`config.mk`:
```
export PLATFORM = sky130hd
export DESIGN_NAME = seq_multiplier_flat
export DESIGN_NICKNAME = d
export VERILOG_FILES = /design/src/rtl/seq_multiplier_if.sv /design/src/rtl/seq_multiplier.sv /design/src/flat_wrapper.sv
export SDC_FILE = /design/constraint.sdc
export NUM_CORES = 1
export LEC_CHECK = 0
export CAP_MARGIN = 20
export CORE_MARGIN = 4
export CORE_UTILIZATION = 30
export DETAILED_ROUTE_END_ITERATION = 10
export PLACE_DENSITY = 0.58
export REMOVE_ABC_BUFFERS = 1
export SKIP_LAST_GASP = 1
export SLEW_MARGIN = 30
export SYNTH_ARGS = -nofsm -noshare
export SYNTH_HDL_FRONTEND = slang
export SYNTH_SLANG_ARGS = --single-unit
```
`constraint.sdc`:
```
create_clock -name clk -period 2.4 [get_ports clk]
set_input_delay 0.24 -clock clk [delete_from_list [all_inputs] [get_ports clk]]
set_output_delay 0.24 -clock clk [all_outputs]
set_load 0.05 [all_outputs]
```
`src/rtl/seq_multiplier_if.sv`:
```
// Request/result bundle between the ALU control sequencer (master) and the multiplier (slave).
// Operands and mode travel with start; busy/done/Mult/cf_of come back.
interface seq_multiplier_if #(
   parameter int WIDTH = 8
);
   logic                 start;
   logic                 signed_mode;
   logic [WIDTH-1:0]     A;
   logic [WIDTH-1:0]     B;
   logic                 busy;
   logic                 done;
   logic [2*WIDTH-1:0]   Mult;
   logic                 cf_of;

   modport master (
      output start, signed_mode, A, B,
      input  busy, done, Mult, cf_of
   );

   modport slave (
      input  start, signed_mode, A, B,
      output busy, done, Mult, cf_of
   );
endinterface

```
`src/rtl/seq_multiplier.sv`:
```
// Iterative shift-add MUL/IMUL with 8086 CF/OF flag; signed support only when SEQ_MULT_SIGNED_EN is defined.
// Latency WIDTH cycles from accepting edge to done; start is ignored while busy, so the sequencer stalls on busy.
module seq_multiplier #(
   parameter int WIDTH = 8
) (
   input  logic             clk,
   input  logic             rst,
   seq_multiplier_if.slave  mul
);
   localparam int W     = WIDTH;
   localparam int CNT_W = $clog2(WIDTH);

   typedef enum logic [1:0] {ST_IDLE, ST_RUN, ST_DONE} state_t;

   state_t            state_q, state_d;
   logic [CNT_W-1:0]  cnt_q, cnt_d;
   logic [2*W:0]      acc_q, acc_d;     // {partial sum (W+1), unconsumed multiplier bits}
   logic [W-1:0]      mcand_q, mcand_d;
   logic [2*W-1:0]    mult_q, mult_d;
   logic              cf_q, cf_d;

   logic [W:0]        sum;
   logic [2*W:0]      step;
   logic [2*W-1:0]    res;
   logic              cf_next;
   logic              accept;
   logic [W-1:0]      mag_a, mag_b;

`ifdef SEQ_MULT_SIGNED_EN
   logic              neg_q, neg_d, neg_cap;
   logic              sm_q, sm_d;
`else
   logic              unused_signed_mode;
   assign unused_signed_mode = mul.signed_mode;
`endif

   // Signed operands are reduced to magnitudes; -2^(W-1) negates to itself, which reads correctly as unsigned.
   always_comb begin
      mag_a = mul.A;
      mag_b = mul.B;
`ifdef SEQ_MULT_SIGNED_EN
      neg_cap = 1'b0;
      if (mul.signed_mode) begin
         mag_a   = mul.A[W-1] ? -mul.A : mul.A;
         mag_b   = mul.B[W-1] ? -mul.B : mul.B;
         neg_cap = mul.A[W-1] ^ mul.B[W-1];
      end
`endif
   end

   always_comb begin
      sum  = acc_q[2*W:W] + (acc_q[0] ? {1'b0, mcand_q} : {(W+1){1'b0}});
      step = {1'b0, sum, acc_q[W-1:1]};
   end

   // Final product and flag are taken from the last step directly so they land on the DONE edge.
   always_comb begin
      res     = step[2*W-1:0];
      cf_next = |res[2*W-1:W];
`ifdef SEQ_MULT_SIGNED_EN
      if (neg_q) begin
         res = -step[2*W-1:0];
      end
      if (sm_q) begin
         cf_next = (res[2*W-1:W] != {W{res[W-1]}});
      end
`endif
   end

   always_comb begin
      state_d = state_q;
      cnt_d   = cnt_q;
      acc_d   = acc_q;
      mcand_d = mcand_q;
      mult_d  = mult_q;
      cf_d    = cf_q;
      accept  = 1'b0;
`ifdef SEQ_MULT_SIGNED_EN
      neg_d   = neg_q;
      sm_d    = sm_q;
`endif
      case (state_q)
         ST_IDLE: begin
            accept = mul.start;
         end
         ST_RUN: begin
            acc_d = step;
            cnt_d = cnt_q + CNT_W'(1);
            if (cnt_q == CNT_W'(W-1)) begin
               state_d = ST_DONE;
               cnt_d   = '0;
               mult_d  = res;
               cf_d    = cf_next;
            end
         end
         ST_DONE: begin
            state_d = ST_IDLE;
            accept  = mul.start;
         end
         default: begin
            state_d = ST_IDLE;
         end
      endcase

      if (accept) begin
         state_d = ST_RUN;
         cnt_d   = '0;
         mcand_d = mag_a;
         acc_d   = {{(W+1){1'b0}}, mag_b};
`ifdef SEQ_MULT_SIGNED_EN
         neg_d   = neg_cap;
         sm_d    = mul.signed_mode;
`endif
      end
   end

   always_ff @(posedge clk or posedge rst) begin
      if (rst) begin
         state_q <= ST_IDLE;
         cnt_q   <= '0;
         acc_q   <= '0;
         mcand_q <= '0;
         mult_q  <= '0;
         cf_q    <= 1'b0;
`ifdef SEQ_MULT_SIGNED_EN
         neg_q   <= 1'b0;
         sm_q    <= 1'b0;
`endif
      end else begin
         state_q <= state_d;
         cnt_q   <= cnt_d;
         acc_q   <= acc_d;
         mcand_q <= mcand_d;
         mult_q  <= mult_d;
         cf_q    <= cf_d;
`ifdef SEQ_MULT_SIGNED_EN
         neg_q   <= neg_d;
         sm_q    <= sm_d;
`endif
      end
   end

   assign mul.busy  = (state_q == ST_RUN);
   assign mul.done  = (state_q == ST_DONE);
   assign mul.Mult  = mult_q;
   assign mul.cf_of = cf_q;
endmodule
```
`src/flat_wrapper.sv`:
```
// flat-port wrapper written by rule: the top's interface ports become plain ports
module seq_multiplier_flat 
#(
   parameter int WIDTH = 8
)
  (clk, rst, mul_start, mul_signed_mode, mul_A, mul_B, mul_busy, mul_done, mul_Mult, mul_cf_of);
  seq_multiplier_if #(.WIDTH(WIDTH)) mul_i ();
  input  logic clk;
  input  logic rst;
  input wire logic [$bits(mul_i.start)-1:0] mul_start;
  input wire logic [$bits(mul_i.signed_mode)-1:0] mul_signed_mode;
  input wire logic [$bits(mul_i.A)-1:0] mul_A;
  input wire logic [$bits(mul_i.B)-1:0] mul_B;
  output wire logic [$bits(mul_i.busy)-1:0] mul_busy;
  output wire logic [$bits(mul_i.done)-1:0] mul_done;
  output wire logic [$bits(mul_i.Mult)-1:0] mul_Mult;
  output wire logic [$bits(mul_i.cf_of)-1:0] mul_cf_of;
  assign mul_i.start = mul_start;
  assign mul_i.signed_mode = mul_signed_mode;
  assign mul_i.A = mul_A;
  assign mul_i.B = mul_B;
  assign mul_busy = mul_i.busy;
  assign mul_done = mul_i.done;
  assign mul_Mult = mul_i.Mult;
  assign mul_cf_of = mul_i.cf_of;
  seq_multiplier #(.WIDTH(WIDTH)) u_core (.clk(clk), .rst(rst), .mul(mul_i));
endmodule
```
### After elaboration in Yosys (flattened, before gate mapping)

Index checks and enable logic that the tools add are counted.

| storage, ports and cells | value |
|---|---|
| memories kept | 0 |
| output and inout port bits | 19 |
| memory bits (writable) | 0 |
| bits in registers | 47 |
| ROM bits | 0 |
| input port bits | 20 |
| bits in latches | 0 |
| word-level logic and storage cells | 29 |

| cells by class | value |
|---|---|
| muxes and demuxes | 10 |
| order comparisons | 0 |
| equal/unequal tests | 5 |
| multipliers | 0 |
| divide/modulo/power cells | 0 |
| reductions and logical operators | 6 |
| shift operators | 0 |
| bitwise operators | 0 |
| $add $sub $neg | 2 |

Operator list:

| kind | count |
|---|---|
| $mux W17 | 2 |
| $add A9 B9 Y9 | 1 |
| $mux W3 | 3 |
| $mux W8 | 1 |
| $reduce_or A8 Y1 | 1 |
| $mux W2 | 2 |
| $pmux W2 S2 | 1 |
| $reduce_and A2 Y1 | 2 |
| $add A3 B1 Y3 const B | 1 |
| $eq A3 B3 Y1 const B | 1 |
| $ne A3 B1 Y1 const B | 1 |
| $eq A2 B1 Y1 const B | 1 |
| $eq A2 B2 Y1 const B | 1 |
| $logic_not A2 Y1 | 1 |
| $ne A2 B1 Y1 const B | 1 |
| $reduce_bool A2 Y1 | 1 |
| $reduce_or A2 Y1 | 1 |
| $mux W1 | 1 |

### Depth between registers and ports, before layout

Gate-level depths: netlist (run 1).

| logic depth | value |
|---|---|
| word-level depth | 5 |
| gate-level depth with buffers | 8 |
| depth with buffers taken out | 8 |

### Least setup slack after synthesis (run 1)

OpenSTA, ideal clock, no wires.

| path | value |
|---|---|
| path type | register to register |
| from | reg u_core.acc_q[0] |
| to | reg u_core.cf_q, in the netlist u_core.mul.cf_of |
| buffers on the path | 0 |
| library setup time | 135 ps |
| setup slack | -2 ps |
| period minus slack after synthesis | 2402 ps |
| arrival | 2267 ps |
| cell stages (with the launch flop) | 9 |
| required time | 2265 ps |
| cell sequence | dfrtp_1 and2_1 ha_1 fa_1 a21o_1 a221oi_1 xnor2_1 a2111oi_1 a31oi_1 |

| between the ends | value |
|---|---|
| longest elaborated chain between the ends | 3 |

RTL lines:

| what | line | source |
|---|---|---|
| start: declaration | seq_multiplier.sv:17 | `logic [2*W:0] acc_q, acc_d;` |
| start signal: assignment | seq_multiplier.sv:121 | `acc_q <= '0;` |
| start signal: assignment | seq_multiplier.sv:132 | `acc_q <= acc_d;` |
| $mux W8 | seq_multiplier.sv:52 | `sum = acc_q[2*W:W] + (acc_q[0] ? {1'b0, mcand_q} : {(W+1){1'b0}});` |
| $add A9 B9 Y9 | seq_multiplier.sv:52 |  |
| $reduce_or A8 Y1 | seq_multiplier.sv:59 | `cf_next = \|res[2*W-1:W];` |
| end signal: assignment | seq_multiplier.sv:124 | `cf_q <= 1'b0;` |
| end signal: assignment | seq_multiplier.sv:135 | `cf_q <= cf_d;` |
| end: declaration | seq_multiplier.sv:20 | `logic cf_q, cf_d;` |

Every way passes these cells.
A chain may end at the register's enable or synchronous reset.

### Worst setup path after layout (run 1)

Ends and elaborated chain as after synthesis.

==> out/qor.yml, run 1 <==
status: "complete, no violations"
avgViaCountPerCell: 4.52
yosysWarnings: 0
drt_wl_total_um: 4540
final-hold-violation-count: 0
wl_per_cell_um: 13.6
final_common_cell: "dfrtp_1"
cts_made_buffers: 5
cts_root_buf: "clkbuf_8"
max_freq_mhz: 433
nFillCells: 698
die_h_um: 92.1
syn_inst: 178
cp_top_family: "simple AND/OR/NAND/NOR gates"
htree_num_levels: 2
post-synth-top-area-fraction_pct: 54.3
critPathKind: "reg2reg"
setup_viol: 0
layout_common_cells: "dfrtp_1, clkdlybuf4s50_1, nand2_1"
first_pass_iters: 4
sw_frac_of_total_pct: 42.1
cts_tree: "yes"
max_slew_margin_pct: 66.5
worstPathRequired_ns: 2.58
die_w_um: 92.1
cp-start-kind: "register"
syn_area_sq_mm: 0.00212
drive_above_1_share_pct: 23.2
worst_path_max_delay_cell: "or4_4"
slew_viol_final: 0
dieArea_sq_mm: 0.00847
synth_area_leaders: "dfrtp_1, mux2_2, ha_1, nand2_1, a22o_1"
synth.distinct_cells: 33
layout.nets: 267
cts.sinks: 46
power_frac_seq_pct: 32.0
syn_to_final_growth_pct: 34.8
fin_util_pct: 41.8
power_frac_clock_pct: 11.6
whs_ns: 0.228
pwr-share-comb_pct: 56.4
crit_fanout: 6
port_buffers: 37
antennaDiodeCount: 0
hp-class: "in2async"
coreArea_sq_mm: 0.00683
ant_nets: 0
ys_ff_latch: 46
clockBufferDepth: 2
cts_setup_buffers: 0
arrival_ns: 2.49
antenna_found_initial: 0
postCtsHoldBufs: 0
grt_setup_unrepaired: "yes"
p_per_area_mw_per_mm2: 1470
seq_area_frac_synth_pct: 54.3
finalCritPeriodShare_pct: 96.3
grt_usage_pct: 12.1
io_pins: 39
grt-ovfl-total: 0
vias: 1504
cp_slowest_stage_delay_ns: 0.49
p_leak_nw: 1.33
post-dp-hpwl_um: 3460
grt_first_pass_wirelength_um: 7990
clk_pin_slew_ns: 0.08
yosysTopAreaCell: "dfrtp_1"
drv_cap: 0
skew_ns: 0.00470
fin_total_pwr_mw: 4.19
timing.setup.tns_ns: 0
peakVddDrop_v: 0.000634
crit_chain: "buf_4 > and2_1 > ha_1 > and4_4 > or4_4 > a2111oi_2 > a31oi_1"
tightestPinTransition_ns: 0.501
p_switching_mw: 1.76
reg2reg_depth: 7
rows: 30
grt_pass1_vias: 1556
cp-end-kind: "register"
path_buf_inv: 1
crit_cells: 7
initial_utilization_pct: 31.0
drcViolationCount: 0
syn_area_per_cell_sq_um: 11.9
insertion_delay_ns: 0.30
intPower_mw: 2.42
dr.first_iter.drc_count: 91
grt_max_degree: 18
period_needed_ns: 2.31
gp_congestion: 0.803
[final cells by class]
class	instances	area, sq um	area share [%]
sequential	46	1150	40.3
clock inverter	1	5.00	0.175
tap	96	120	4.20
clock buffer	7	86.3	3.02
multi-input combinational	122	963	33.7
inverter	5	18.8	0.657
timing repair buffer	56	513	18.0
[metrics by stage]
stage / instance area [sq um] / cells / setup WS, ns
floorplan: 2100 / 173 / -0.00178
global placement: 2730 / 325 / -0.0776
detailed placement: 2730 / 325 / -0.109
CTS: 2840 / 333 / 0.0453
global route: 2860 / 333 / -0.0551
finish: 2860 / 333 / 0.0895
[sequential cells by signal (all words and copies together) (netlist names)]
signal            count
u_core.mul.cf_of      1
u_core.state_q        2
u_core.acc_q         16
u_core.mul.Mult      16
u_core.cnt_q          3
u_core.mcand_q        8
[repair_timing]
action,4_1_cts,5_1_grt
gates resized for setup,2,3
endpoints found under the setup margin,1,4
pin swaps,0,1
[routing by layer]
metal | wire (um) | track usage, % | vias up
met5 | 0 | 0 | -
met4 | 52 | 4.08 | 0
met3 | 227 | 4.27 | 5
met2 | 2080 | 18.2 | 33
met1 | 2180 | 16.2 | 715
li1 | - | - | 751
[cells in the mapped netlist]
cell type / number
and4_4: 1
a31oi_1: 1
o21ai_0: 6
xnor2_1: 2
or4_4: 1
ha_1: 10
clkbuf_1: 4
inv_1: 4
a22oi_1: 8
nor2b_1: 2
nand2_1: 22
nor3_1: 2
clkinv_1: 1
o31ai_1: 4
a2111oi_1: 1
dfrtp_1: 46
buf_2: 1
a221oi_1: 1
nand2b_1: 2
nor2_1: 4
and3_1: 2
mux2_2: 21
xor2_1: 2
nand3b_1: 1
a21o_1: 3
and2_2: 1
or3_1: 1
a22o_1: 7
o21bai_1: 2
and2_1: 8
nand3_1: 1
a21oi_1: 5
fa_1: 1
[cell families after synthesis]
logic type,Yosys count,share of synthesized area [%]
xor gates and xnor gates,4,1.65
DFF,46,54.3
adders and majority gates,11,6.85
buffers and inverters,10,1.83
and+or+nand+nor,48,11.5
muxes,21,11.2
AOI/OAI and AO/OA,38,12.7
[final timing paths]
check / slack, ns / from / endpoint
max: 0.09 / u_core.acc_q[0]$_DFFE_PP0P_ / u_core.mul.cf_of$_DFFE_PP0P_
min: 0.23 / rst / u_core.mul.Mult[7]$_DFFE_PP0P_
max reg2reg: 0.09 / u_core.acc_q[0]$_DFFE_PP0P_ / u_core.mul.cf_of$_DFFE_PP0P_
min reg2reg: 0.48 / u_core.mul.Mult[11]$_DFFE_PP0P_ / u_core.mul.Mult[11]$_DFFE_PP0P_
max in group asynchronous: 1.64 / rst / u_core.mul.Mult[13]$_DFFE_PP0P_
min in group clk: 0.48 / u_core.mul.Mult[11]$_DFFE_PP0P_ / u_core.mul.Mult[11]$_DFFE_PP0P_
[power by group through the flow]
| stage | logic, mW | registers (mW) | clock network [mW] |
|---|---|---|---|
| finish | 2.36 | 1.34 | 0.488 |
| global route | 2.58 | 1.39 | 0.548 |
| CTS | 2.35 | 1.34 | 0.511 |
| detailed placement | 2.31 | 1.36 | 0 |
| global placement | 2.29 | 1.35 | 0 |
| floorplan | 1.10 | 1.73 | 0 |
(Power assumes the default switching activity.)
==> inputs of run 2 (changes only) <==
Settings changed: HOLD_SLACK_MARGIN set to 0.03.
==> results of run 2 <==
Same layout as run 1: the final DEF is identical, and so are final timing and power.
==> inputs of run 3 (changes only) <==
Settings changed: CORE_UTILIZATION 30 to 46, PLACE_DENSITY 0.58 to 0.79.
==> run 3 against run 2 <==
Largest power group unchanged. Largest cell class unchanged. Register-to-register slack got worse by 0.02 ns. Critical endpoint unchanged. Non-clock buffer count shrank 7. Die area down 32%. Highest routed layer unchanged.
==> out/qor.yml, run 3 (same netlist as run 1, synthesis figures left out) <==
power_frac_clock_pct: 11.9  # +0.3 points
p_switching_mw: 1.73  # -1.9%
insertion_delay_ns: 0.30  # about the same
gp_congestion: 0.906  # +13%
cts_root_buf: "clkbuf_8"
setup_slack_ns: 0.0706  # -0.0188 ns
finalCritPeriodShare_pct: 97.1  # +0.78 points
skew_ns: 0.00612  # +0.00143 ns
max_freq_mhz: 429  # -0.81%
p_per_area_mw_per_mm2: 1480  # +1.1%
drv_cap: 0  # unchanged
cts_setup_buffers: 0  # unchanged
intPower_mw: 2.36  # -2.5%
p_leak_nw: 1.29  # -3.1%
cts_tree: "yes"
max_slew_margin_pct: 66.6  # +0.11 points
worstPathRequired_ns: 2.56  # -0.02 ns
initial_utilization_pct: 48.0  # +17 points
status: "complete, no violations"
multiInputGateArea_sq_um: 961  # -0.26%
power_frac_seq_pct: 32.7  # +0.7 points
clk_pin_slew_ns: 0.09  # about the same
first_pass_iters: 4  # unchanged
io_pins: 39  # unchanged
arrival_ns: 2.49  # about the same
drcViolationCount: 0  # unchanged
setup_viol: 0  # unchanged
fin_total_pwr_mw: 4.09  # -2.3%
period_needed_ns: 2.33  # +0.0188 ns
nFillCells: 355  # -49%
hp-class: "in2async"
peakVddDrop_v: 0.000822  # +30%
pwr-share-comb_pct: 55.4  # -1.0 points
crit_chain: "and2_1 > ha_1 > a21o_1 > and4_4 > or4_4 > a2111oi_2 > a31oi_1"
sw_frac_of_total_pct: 42.3  # +0.15 points
drt_wl_total_um: 4130  # -9.1%
slew_viol_final: 0  # unchanged
cp-start-kind: "register"
vias: 1474  # -2.0%
grt-ovfl-total: 0  # unchanged
worst_path_max_delay_cell: "or4_4"
die_h_um: 75.9  # -18%
clockBufferDepth: 2  # unchanged
final_common_cell: "dfrtp_1"
die_w_um: 75.9  # -18%
dr.first_iter.drc_count: 51  # -44%
post-dp-hpwl_um: 3000  # -13%
cts.sinks: 46  # unchanged
crit_fanout: 3  # -3
avgViaCountPerCell: 5.23  # +16%
rows: 24  # -20%
wl_per_cell_um: 14.6  # +7.4%
grt_setup_unrepaired: "no"
cts_made_buffers: 5  # unchanged
antennaDiodeCount: 0  # unchanged
critPathKind: "reg2reg"
port_buffers: 37  # unchanged
drive_above_1_share_pct: 22.2  # -1.0 points
coreArea_sq_mm: 0.00441  # -35%
layout_common_cells: "dfrtp_1, clkdlybuf4s50_1, nand2_1"
grt_first_pass_wirelength_um: 6990  # -13%
antenna_found_initial: 0  # unchanged
dieArea_sq_mm: 0.00576  # -32%
grt_max_degree: 25  # +7
cp_slowest_stage_delay_ns: 0.48  # about the same
syn_to_final_growth_pct: 30.4
htree_num_levels: 2  # unchanged
grt_pass1_vias: 1493  # -4.0%
regArea_sq_mm: 0.00115  # unchanged
place_ws_ns: -0.101  # +0.00781 ns
final-hold-violation-count: 0  # unchanged
tightestPinTransition_ns: 0.500  # -0.00160 ns
cp-end-kind: "register"
layout.nets: 260  # -2.6%
ant_nets: 0  # unchanged
grt_usage_pct: 16.5  # +4.4 points
-- run 3: critical path, delay by kind of cell, from the launching register on --
kind / cells / cell delay, ns
flops: 1 / 0.39
fa+ha+maj: 1 / 0.28
simple gates: 3 / 0.87
compound gates: 3 / 0.67
-- run 3: cell type report --
cell class / count / share of cell area, %
Clock buffer: 6 / 2.99
Sequential cell: 46 / 41.6
Clock inverter: 2 / 0.453
Multi-Input combinational cell: 122 / 34.8
Timing Repair Buffer: 49 / 17.1
Inverter: 5 / 0.679
Tap cell: 52 / 2.35
-- run 3: final timing paths --
| kind | to | cells past startpoint | slack, ns | start |
|---|---|---|---|---|
| worst max-delay path | u_core.mul.cf_of$_DFFE_PP0P_ | 7 | 0.07 | u_core.mcand_q[1]$_DFFE_PP0P_ |
| worst min-delay path | u_core.mul.Mult[5]$_DFFE_PP0P_ | 2 | 0.28 | rst |
| worst max register to register | u_core.mul.cf_of$_DFFE_PP0P_ | 7 | 0.07 | u_core.mcand_q[1]$_DFFE_PP0P_ |
| worst min register to register | u_core.mul.Mult[11]$_DFFE_PP0P_ | 2 | 0.48 | u_core.mul.Mult[11]$_DFFE_PP0P_ |
| max in group asynchronous | u_core.mcand_q[6]$_DFFE_PP0P_ | 3 | 1.62 | rst |
| min in group clk | u_core.mul.Mult[11]$_DFFE_PP0P_ | 2 | 0.48 | u_core.mul.Mult[11]$_DFFE_PP0P_ |
-- run 3: layer usage --
layer | wire [um] | up-vias | GRT usage, %
met5 | 0 | - | 0
met4 | 65 | 0 | 5.83
met3 | 178 | 5 | 4.49
met2 | 1890 | 32 | 26.0
met1 | 2000 | 696 | 22.0
li1 | - | 741 | -
-- run 3: power groups by stage --
stage               clock [mW]  sequential, mW  combinational (mW)
floorplan                    0            1.73                1.10
global placement             0            1.34                2.19
detailed placement           0            1.35                2.22
CTS                      0.507            1.34                2.26
global route             0.536            1.39                2.47
finish                   0.489            1.34                2.27
-- run 3: timing repair --
action,CTS,global route
resized for setup,3,4
pin swaps,0,6
hold buffers,0,0
setup endpoints to repair,1,5
-- run 3: per-stage QoR --
stage | instances | hold WS, ns | utilization, % | cell area (sq um) | setup TNS (ns)
2_1_floorplan | 173 | 0.368 | - | 2100 | -0.00178
3_3_place_gp | 274 | 0.465 | 59.8 | 2640 | -0.0328
3_5_place_dp | 274 | 0.468 | 59.8 | 2640 | -0.101
4_1_cts | 282 | 0.333 | 62.2 | 2750 | 0
5_1_grt | 282 | 0.326 | 62.6 | 2760 | 0
6_report | 282 | 0.281 | 62.6 | 2760 | 0
